[src/rtl/gray_step_ctrl_pkg.sv]
// Shared types and code-conversion helpers for the gray-code CDC path.
// The helpers work on a 32-bit container; callers zero-extend and truncate to their width.
package gray_step_ctrl_pkg;

  typedef enum logic [1:0] {
    IDLE   = 2'd0,
    MOVE   = 2'd1,
    FINISH = 2'd2
  } state_e;

  localparam int CODE_W = 32;

  function automatic logic [CODE_W-1:0] bin2gray(input logic [CODE_W-1:0] b);
    return b ^ (b >> 1);
  endfunction

  function automatic logic [CODE_W-1:0] gray2bin(input logic [CODE_W-1:0] g);
    logic [CODE_W-1:0] b;
    b[CODE_W-1] = g[CODE_W-1];
    for (int i = CODE_W - 2; i >= 0; i--) begin
      b[i] = b[i+1] ^ g[i];
    end
    return b;
  endfunction

  function automatic int hold_width(input int hold);
    return $clog2(hold + 1);
  endfunction

endpackage

[src/rtl/gray_step_ctrl.sv]
// Source-side sequencer: walks a registered counter one LSB at a time toward a
// requested target (shortest way round), holding each value HOLD cycles.
module gray_step_ctrl
  import gray_step_ctrl_pkg::*;
#(
  parameter int WIDTH = 4,
  parameter int HOLD  = 3
) (
  input  logic             clk,
  input  logic             rst_n,
  input  logic             tgt_valid,
  output logic             tgt_ready,
  input  logic [WIDTH-1:0] tgt_data,
  output logic [WIDTH-1:0] cnt_bin,
  output logic [WIDTH-1:0] cnt_gray,
  output logic             busy,
  output logic             done
);

  localparam int                HOLD_W      = hold_width(HOLD);
  localparam logic [HOLD_W-1:0] HOLD_RELOAD = HOLD_W'(HOLD - 1);

  state_e             state_q, state_d;
  logic [WIDTH-1:0]   cnt_q, cnt_d;
  logic [WIDTH-1:0]   gray_q, gray_d;
  logic [WIDTH-1:0]   rem_q, rem_d;
  logic [HOLD_W-1:0]  hold_q, hold_d;
  logic               up_q, up_d;
  logic               busy_q, busy_d;
  logic               done_q, done_d;

  logic [WIDTH-1:0]   dist_up, dist_dn;
  logic               go_up;

  // Modular distances; a half-way tie resolves upward.
  assign dist_up = tgt_data - cnt_q;
  assign dist_dn = cnt_q - tgt_data;
  assign go_up   = (dist_up <= dist_dn);

  always_comb begin
    state_d = state_q;
    cnt_d   = cnt_q;
    rem_d   = rem_q;
    hold_d  = hold_q;
    up_d    = up_q;
    busy_d  = busy_q;
    done_d  = 1'b0;
    case (state_q)
      IDLE: begin
        if (tgt_valid) begin
          up_d   = go_up;
          rem_d  = go_up ? dist_up : dist_dn;
          hold_d = '0;
          if (rem_d == '0) begin
            state_d = FINISH;
          end else begin
            state_d = MOVE;
            busy_d  = 1'b1;
          end
        end
      end
      MOVE: begin
        if (hold_q == '0) begin
          if (rem_q != '0) begin
            cnt_d  = up_q ? (cnt_q + WIDTH'(1)) : (cnt_q - WIDTH'(1));
            rem_d  = rem_q - WIDTH'(1);
            hold_d = HOLD_RELOAD;
          end
        end else begin
          hold_d = hold_q - HOLD_W'(1);
        end
        // Leave one cycle early so the registered done lands exactly HOLD after the last step.
        if (rem_d == '0 && hold_d == '0) begin
          state_d = FINISH;
        end
      end
      FINISH: begin
        state_d = IDLE;
        done_d  = 1'b1;
        busy_d  = 1'b0;
      end
      default: begin
        state_d = IDLE;
        busy_d  = 1'b0;
      end
    endcase
    gray_d = WIDTH'(bin2gray(CODE_W'(cnt_d)));
  end

  always_ff @(posedge clk or negedge rst_n) begin
    if (!rst_n) begin
      state_q <= IDLE;
      cnt_q   <= '0;
      gray_q  <= '0;
      rem_q   <= '0;
      hold_q  <= '0;
      up_q    <= 1'b0;
      busy_q  <= 1'b0;
      done_q  <= 1'b0;
    end else begin
      state_q <= state_d;
      cnt_q   <= cnt_d;
      gray_q  <= gray_d;
      rem_q   <= rem_d;
      hold_q  <= hold_d;
      up_q    <= up_d;
      busy_q  <= busy_d;
      done_q  <= done_d;
    end
  end

  assign tgt_ready = (state_q == IDLE);
  assign cnt_bin   = cnt_q;
  assign cnt_gray  = gray_q;
  assign busy      = busy_q;
  assign done      = done_q;

endmodule

[config.mk]
export PLATFORM = sky130hd
export DESIGN_NAME = gray_step_ctrl
export DESIGN_NICKNAME = d
export VERILOG_FILES = /design/src/rtl/gray_step_ctrl_pkg.sv /design/src/rtl/gray_step_ctrl.sv
export SDC_FILE = /design/constraint.sdc
export NUM_CORES = 1
export LEC_CHECK = 0
export ABC_AREA = 1
export CAP_MARGIN = 20
export CORE_MARGIN = 2
export CORE_UTILIZATION = 47
export CTS_CLUSTER_SIZE = 20
export DETAILED_ROUTE_END_ITERATION = 8
export PLACE_DENSITY = 0.7
export SYNTH_ARGS = -nofsm -noshare
export SYNTH_HDL_FRONTEND = slang
export SYNTH_SLANG_ARGS = --single-unit
[constraint.sdc]
create_clock -name clk -period 2.8 [get_ports clk]
set_input_delay 0.42 -clock clk [delete_from_list [all_inputs] [get_ports clk]]
set_output_delay 0.42 -clock clk [all_outputs]
set_load 0.01 [all_outputs]
### Yosys cells after proc, flatten, opt, wreduce, memory -nomap -nowiden

Cells that the tools add are included.
Widths: inputs -> output; s select.

| cells by class | value |
|---|---|
| add/subtract/negate cells | 6 |
| multipliers | 0 |
| div/mod/pow operators | 0 |
| order comparisons | 1 |
| equality and inequality tests | 5 |
| shift-type cells | 0 |
| muxes and demuxes | 23 |
| bitwise gates (word level) | 2 |
| reduce and logical (&&, ||, !) cells | 12 |

Operators with widths:

| cell | number |
|---|---|
| $mux 4 | 9 |
| $mux 2 | 7 |
| $logic_not 4->1 | 2 |
| $pmux 2 s2 | 2 |
| $pmux 4 s2 | 1 |
| $sub 4x1->4 const B | 2 |
| $sub 4x4->4 | 2 |
| $logic_not 2->1 | 3 |
| $ne 2x2->1 const B | 3 |
| $reduce_and 2->1 | 3 |
| $add 4x1->4 const B | 1 |
| $le 4x4->1 | 1 |
| $reduce_bool 4->1 | 1 |
| $xor 4x3->4 | 1 |
| $mux 1 | 3 |
| $reduce_and 3->1 | 1 |
| $eq 2x1->1 const B | 1 |
| $eq 2x2->1 const B | 1 |
| $pmux 1 s2 | 1 |
| $reduce_bool 2->1 | 1 |
| $sub 2x1->2 const B | 1 |
| $logic_and 1x1->1 | 1 |
| $not 1->1 | 1 |

| storage, ports and cells | value |
|---|---|
| bits in registers | 19 |
| latch bits | 0 |
| bits in writable memories | 0 |
| bits in read-only memories | 0 |
| bits of input ports | 7 |
| output and inout port bits | 11 |
| logic and storage cells | 57 |
| memories | 0 |

### Depth between registers and ports, before layout

| logic depth | value |
|---|---|
| depth after elaboration | 8 |
| depth in mapped cells | 20 |
| mapped depth without buffers | 20 |

### Worst setup path after synthesis

Ideal clock, no wire load.

| path | value |
|---|---|
| kind | register to register |
| start | register cnt_q[0], in the netlist cnt_bin[0] |
| end | register busy_q, in the netlist busy |
| library setup time | 118 ps |
| data arrival time | 2395 ps |
| data required time | 2682 ps |
| slack | 287 ps |
| stages on the path, launching flop included | 19 |
| clock period less this slack | 2513 ps |
| path through | dfrtp_1 > inv_1 > ha_1 > inv_1 > fa_1 > xor2_1 > inv_1 > ha_1 > nand2_1 > inv_1 > nand2_1 > nand2_1 > nand2_1 > nand2_1 > nand3_1 > nor2_1 > nand3_1 > nand4_1 > nand2_1 |

| on the way | value |
|---|---|
| word-level cells in the longest chain between the ends | 6 |

Ends and longest elaborated chain:

| what | line | text |
|---|---|---|
| start: declaration | gray_step_ctrl.sv:24 | `logic [WIDTH-1:0] cnt_q, cnt_d;` |
| start signal: assignment | gray_step_ctrl.sv:102 | `cnt_q <= cnt_d;` |
| $sub 4x4->4 (on tied branches) | gray_step_ctrl.sv:36, gray_step_ctrl.sv:37 |  |
| $le 4x4->1 | gray_step_ctrl.sv:38 | `assign go_up = (dist_up <= dist_dn);` |
| $mux 4 (*) | gray_step_ctrl.sv:52 | `rem_d = go_up ? dist_up : dist_dn;` |
| $logic_not 4->1 (*) | gray_step_ctrl.sv:54 | `if (rem_d == '0) begin` |
| $ne 2x2->1 (no source line) (*) | n/a |  |
| $reduce_and 3->1 (no source line) (*) | n/a |  |
| end signal: assignment | gray_step_ctrl.sv:107 | `busy_q <= busy_d;` |
| end: declaration | gray_step_ctrl.sv:29 | `logic busy_q, busy_d;` |

Every way passes the cells marked *; elsewhere a longest branch is shown, timed or not.
A chain may end at the register's enable or synchronous reset.

### Worst setup path in the final report

| path | value |
|---|---|
| start | input port tgt_data[1] |
| end | register busy_q, in the netlist busy |

| on the way | value |
|---|---|
| word-level cells in the longest chain between the ends | 6 |

Ends and longest elaborated chain:

| what | line | text |
|---|---|---|
| start: declaration | gray_step_ctrl.sv:13 | `input logic [WIDTH-1:0] tgt_data,` |
| $sub 4x4->4 (on tied branches) | gray_step_ctrl.sv:36, gray_step_ctrl.sv:37 |  |
| $le 4x4->1 | gray_step_ctrl.sv:38 |  |
| $mux 4 (*) | gray_step_ctrl.sv:52 |  |
| $logic_not 4->1 (*) | gray_step_ctrl.sv:54 |  |
| $ne 2x2->1 (no source line) (*) | n/a |  |
| $reduce_and 3->1 (no source line) (*) | n/a |  |

Marked as above.

==> impl_metrics.toml <==
[status]
status = "completed"

[worst_hold_path]
min_path_cells = 1
hold_class = "register to register"
hold-path-endpoint = "done"
hold_start = "state_q[0]"

[final_layout]
final_cells = 226
nets = 218
fillers = 226
diodes = 0
regArea_sq_um = 452
syn2layout_area_growth_pct = 26.0
drive_gt1_share_pct = 23.1
design_area_sq_um = 1710
multi_input_area_sq_um = 845

[clock_tree]
cts.sinks = 18
cts_max_level = 1
cts_tree = "done"
clk_latency_ns = 0.28
cts_inserted_buffers = 3
ctsRootBufferMaster = "clkbuf_4"
cts_setup_buffers = 0
path_clk_slew_ns = 0.10
clock_path_buffers = 2

[critical_path]
start_kind = "input pin"
r2r_start = "cnt_bin[0]"
end_kind = "register"
crit_arrival_ns = 2.82
required_ns = 2.98
worstPathMaxFanout = 5
r2r_cells = 18
critPathKind = "input pin to register"
r2r-end = "busy"
r2r_setup_slack_ns = 0.21

[timing]
holdWs_ns = 0.468
fin_crit_sh_pct = 94.6
slew_headroom_pct = 48.1
finalClockSkew_ns = 0.00785
timing.fmax_ghz = 0.378
hold_viol = 0
worst_pin_slew_ns = 0.777
setup_viol = 0
drv_slew = 0
setup_slack_ns = 0.152
fin_crit_ns = 2.65

[logic_synthesis]
ys.flop_type = "dfrtp_1"
synth_nets = 189
synthCells = 168
synthTopCellsByArea = "dfrtp_1, nand2_1, ha_1"
synth-async-reset-ratio_pct = 100
yosys.cell_types.count = 30
syn_area_sq_um = 1360
synth-edff-count = 0
ys_seq_area_share_pct = 33.2
yosysTopAreaCell = "dfrtp_1"
synth_top_area_share_pct = 33.2
synth_common_cells = "nand2_1, inv_1, dfrtp_1"
ys_warn_count = 0
synth.most_common_cell = "nand2_1"
syn_area_per_cell_sq_um = 8.07
synth.ff_latch_count = 18

[drt]
routed_wl_mm = 2.87
drt_first_iter_violations = 35
vias_per_cell = 5.10
drtPass1Iterations = 4
routedWlPerCell_um = 12.7
drc_errors = 0
vias = 1153
antenna_left = 0

[floorplan]
rows = 19
core_sq_um = 2760
start_util_pct = 49.2
pin_count = 18
die-area_sq_um = 3330
die_y_um = 57.7
die_w_um = 57.7

[grt]
grt-ovfl-total = 0
grt_pass1_vias = 1147
grt_max_degree = 19
grt_use_total_pct = 17.8
grt_pass1_wl_mm = 4.60
antenna_found_initial = 0

[placement]
placed_cells = 223
dpl_cell_area_sq_um = 1620
place.port_buffers = 17
place_congestion = 0.832
hpwlAfterDp_mm = 2.16
pre_cts_slack_ns = -0.303

[run]
drv_cap = 0
how the worst max path moves through the flow:
stage / to / startpoint / cells after the start
floorplan: busy / cnt_bin[0] / 18
global placement: busy / tgt_data[2] / 18
detailed placement: busy / tgt_data[0] / 18
CTS: busy / tgt_data[2] / 19
global route: busy / tgt_data[1] / 17
finish: busy / tgt_data[1] / 17
cells by family after synthesis:
family / after synthesis / synth area share, %
flops: 18 / 33.2
buf+inv: 30 / 9.41
xor+xnor: 9 / 6.37
simple gates: 75 / 26.0
fa+ha+maj: 14 / 14.6
compound gates: 22 / 10.4
layer usage:
metal  track usage (%)  routed length, um  vias to the layer above
met5                 0                  0                        -
met4              7.31                 67                        0
met3              4.69                108                        9
met2              30.7               1480                       30
met1              21.0               1210                      532
li1                  -                  -                      582
sequential cells by signal, summed over array words and instances, names as in the netlist:
name and count:
cnt_bin 4, rem_q 4, state_q 2, done 1, up_q 1, busy 1
cnt_gray 3, hold_q 2
layout make-up:
cell class                      count  area share [%]
Multi-Input combinational cell    120            49.4
Sequential cell                    18            26.4
Timing Repair Buffer               27            14.5
Inverter                           27            6.08
Tap cell                           31            2.27
Clock buffer                        3            1.32
worst max-delay path, cell delays in order:
cell and delay [ns]:
clkdlybuf4s50_1 0.49, inv_1 0.11, fa_2 0.41, xor2_2 0.16, inv_1 0.06, ha_1 0.28, nand2_1 0.06, inv_2 0.06
nand2_1 0.05, nand2_2 0.10, nand2_4 0.08, nand2_2 0.06, nand3_1 0.06, nor2_1 0.11, nand3_1 0.11, nand4_1 0.13
nand2_1 0.07
repair_timing:
action                                  CTS  global route
hold buffers                              0             0
endpoints found under the setup margin    1             6
pin swaps                                 1             6
gates resized for setup                   0            18
stage by stage:
stage	TNS [ns]	util, %
2_1_floorplan	0	-
3_3_place_gp	-0.687	58.6
3_5_place_dp	-1.33	58.6
4_1_cts	0	59.4
5_1_grt	-0.0253	62.0
6_report	0	62.0
cell usage in the layout, fill, tap and decap left out, drive strengths merged:
cell,count
a21oi,9
and2,1
and3,1
buf,10
clkbuf,3
clkdlybuf4s50,16
dfrtp,18
dlymetal6s2s,1
fa,3
ha,11
inv,27
nand2,46
nand3,13
nand3b,2
nand4,1
nor2,11
o21ai,10
o22a,1
o22ai,1
o31ai,1
xnor2,3
xor2,6
Power is left out: the tool's default activity adds up to more than one toggle a clock period on the data nets, which glitch-free logic cannot reach.
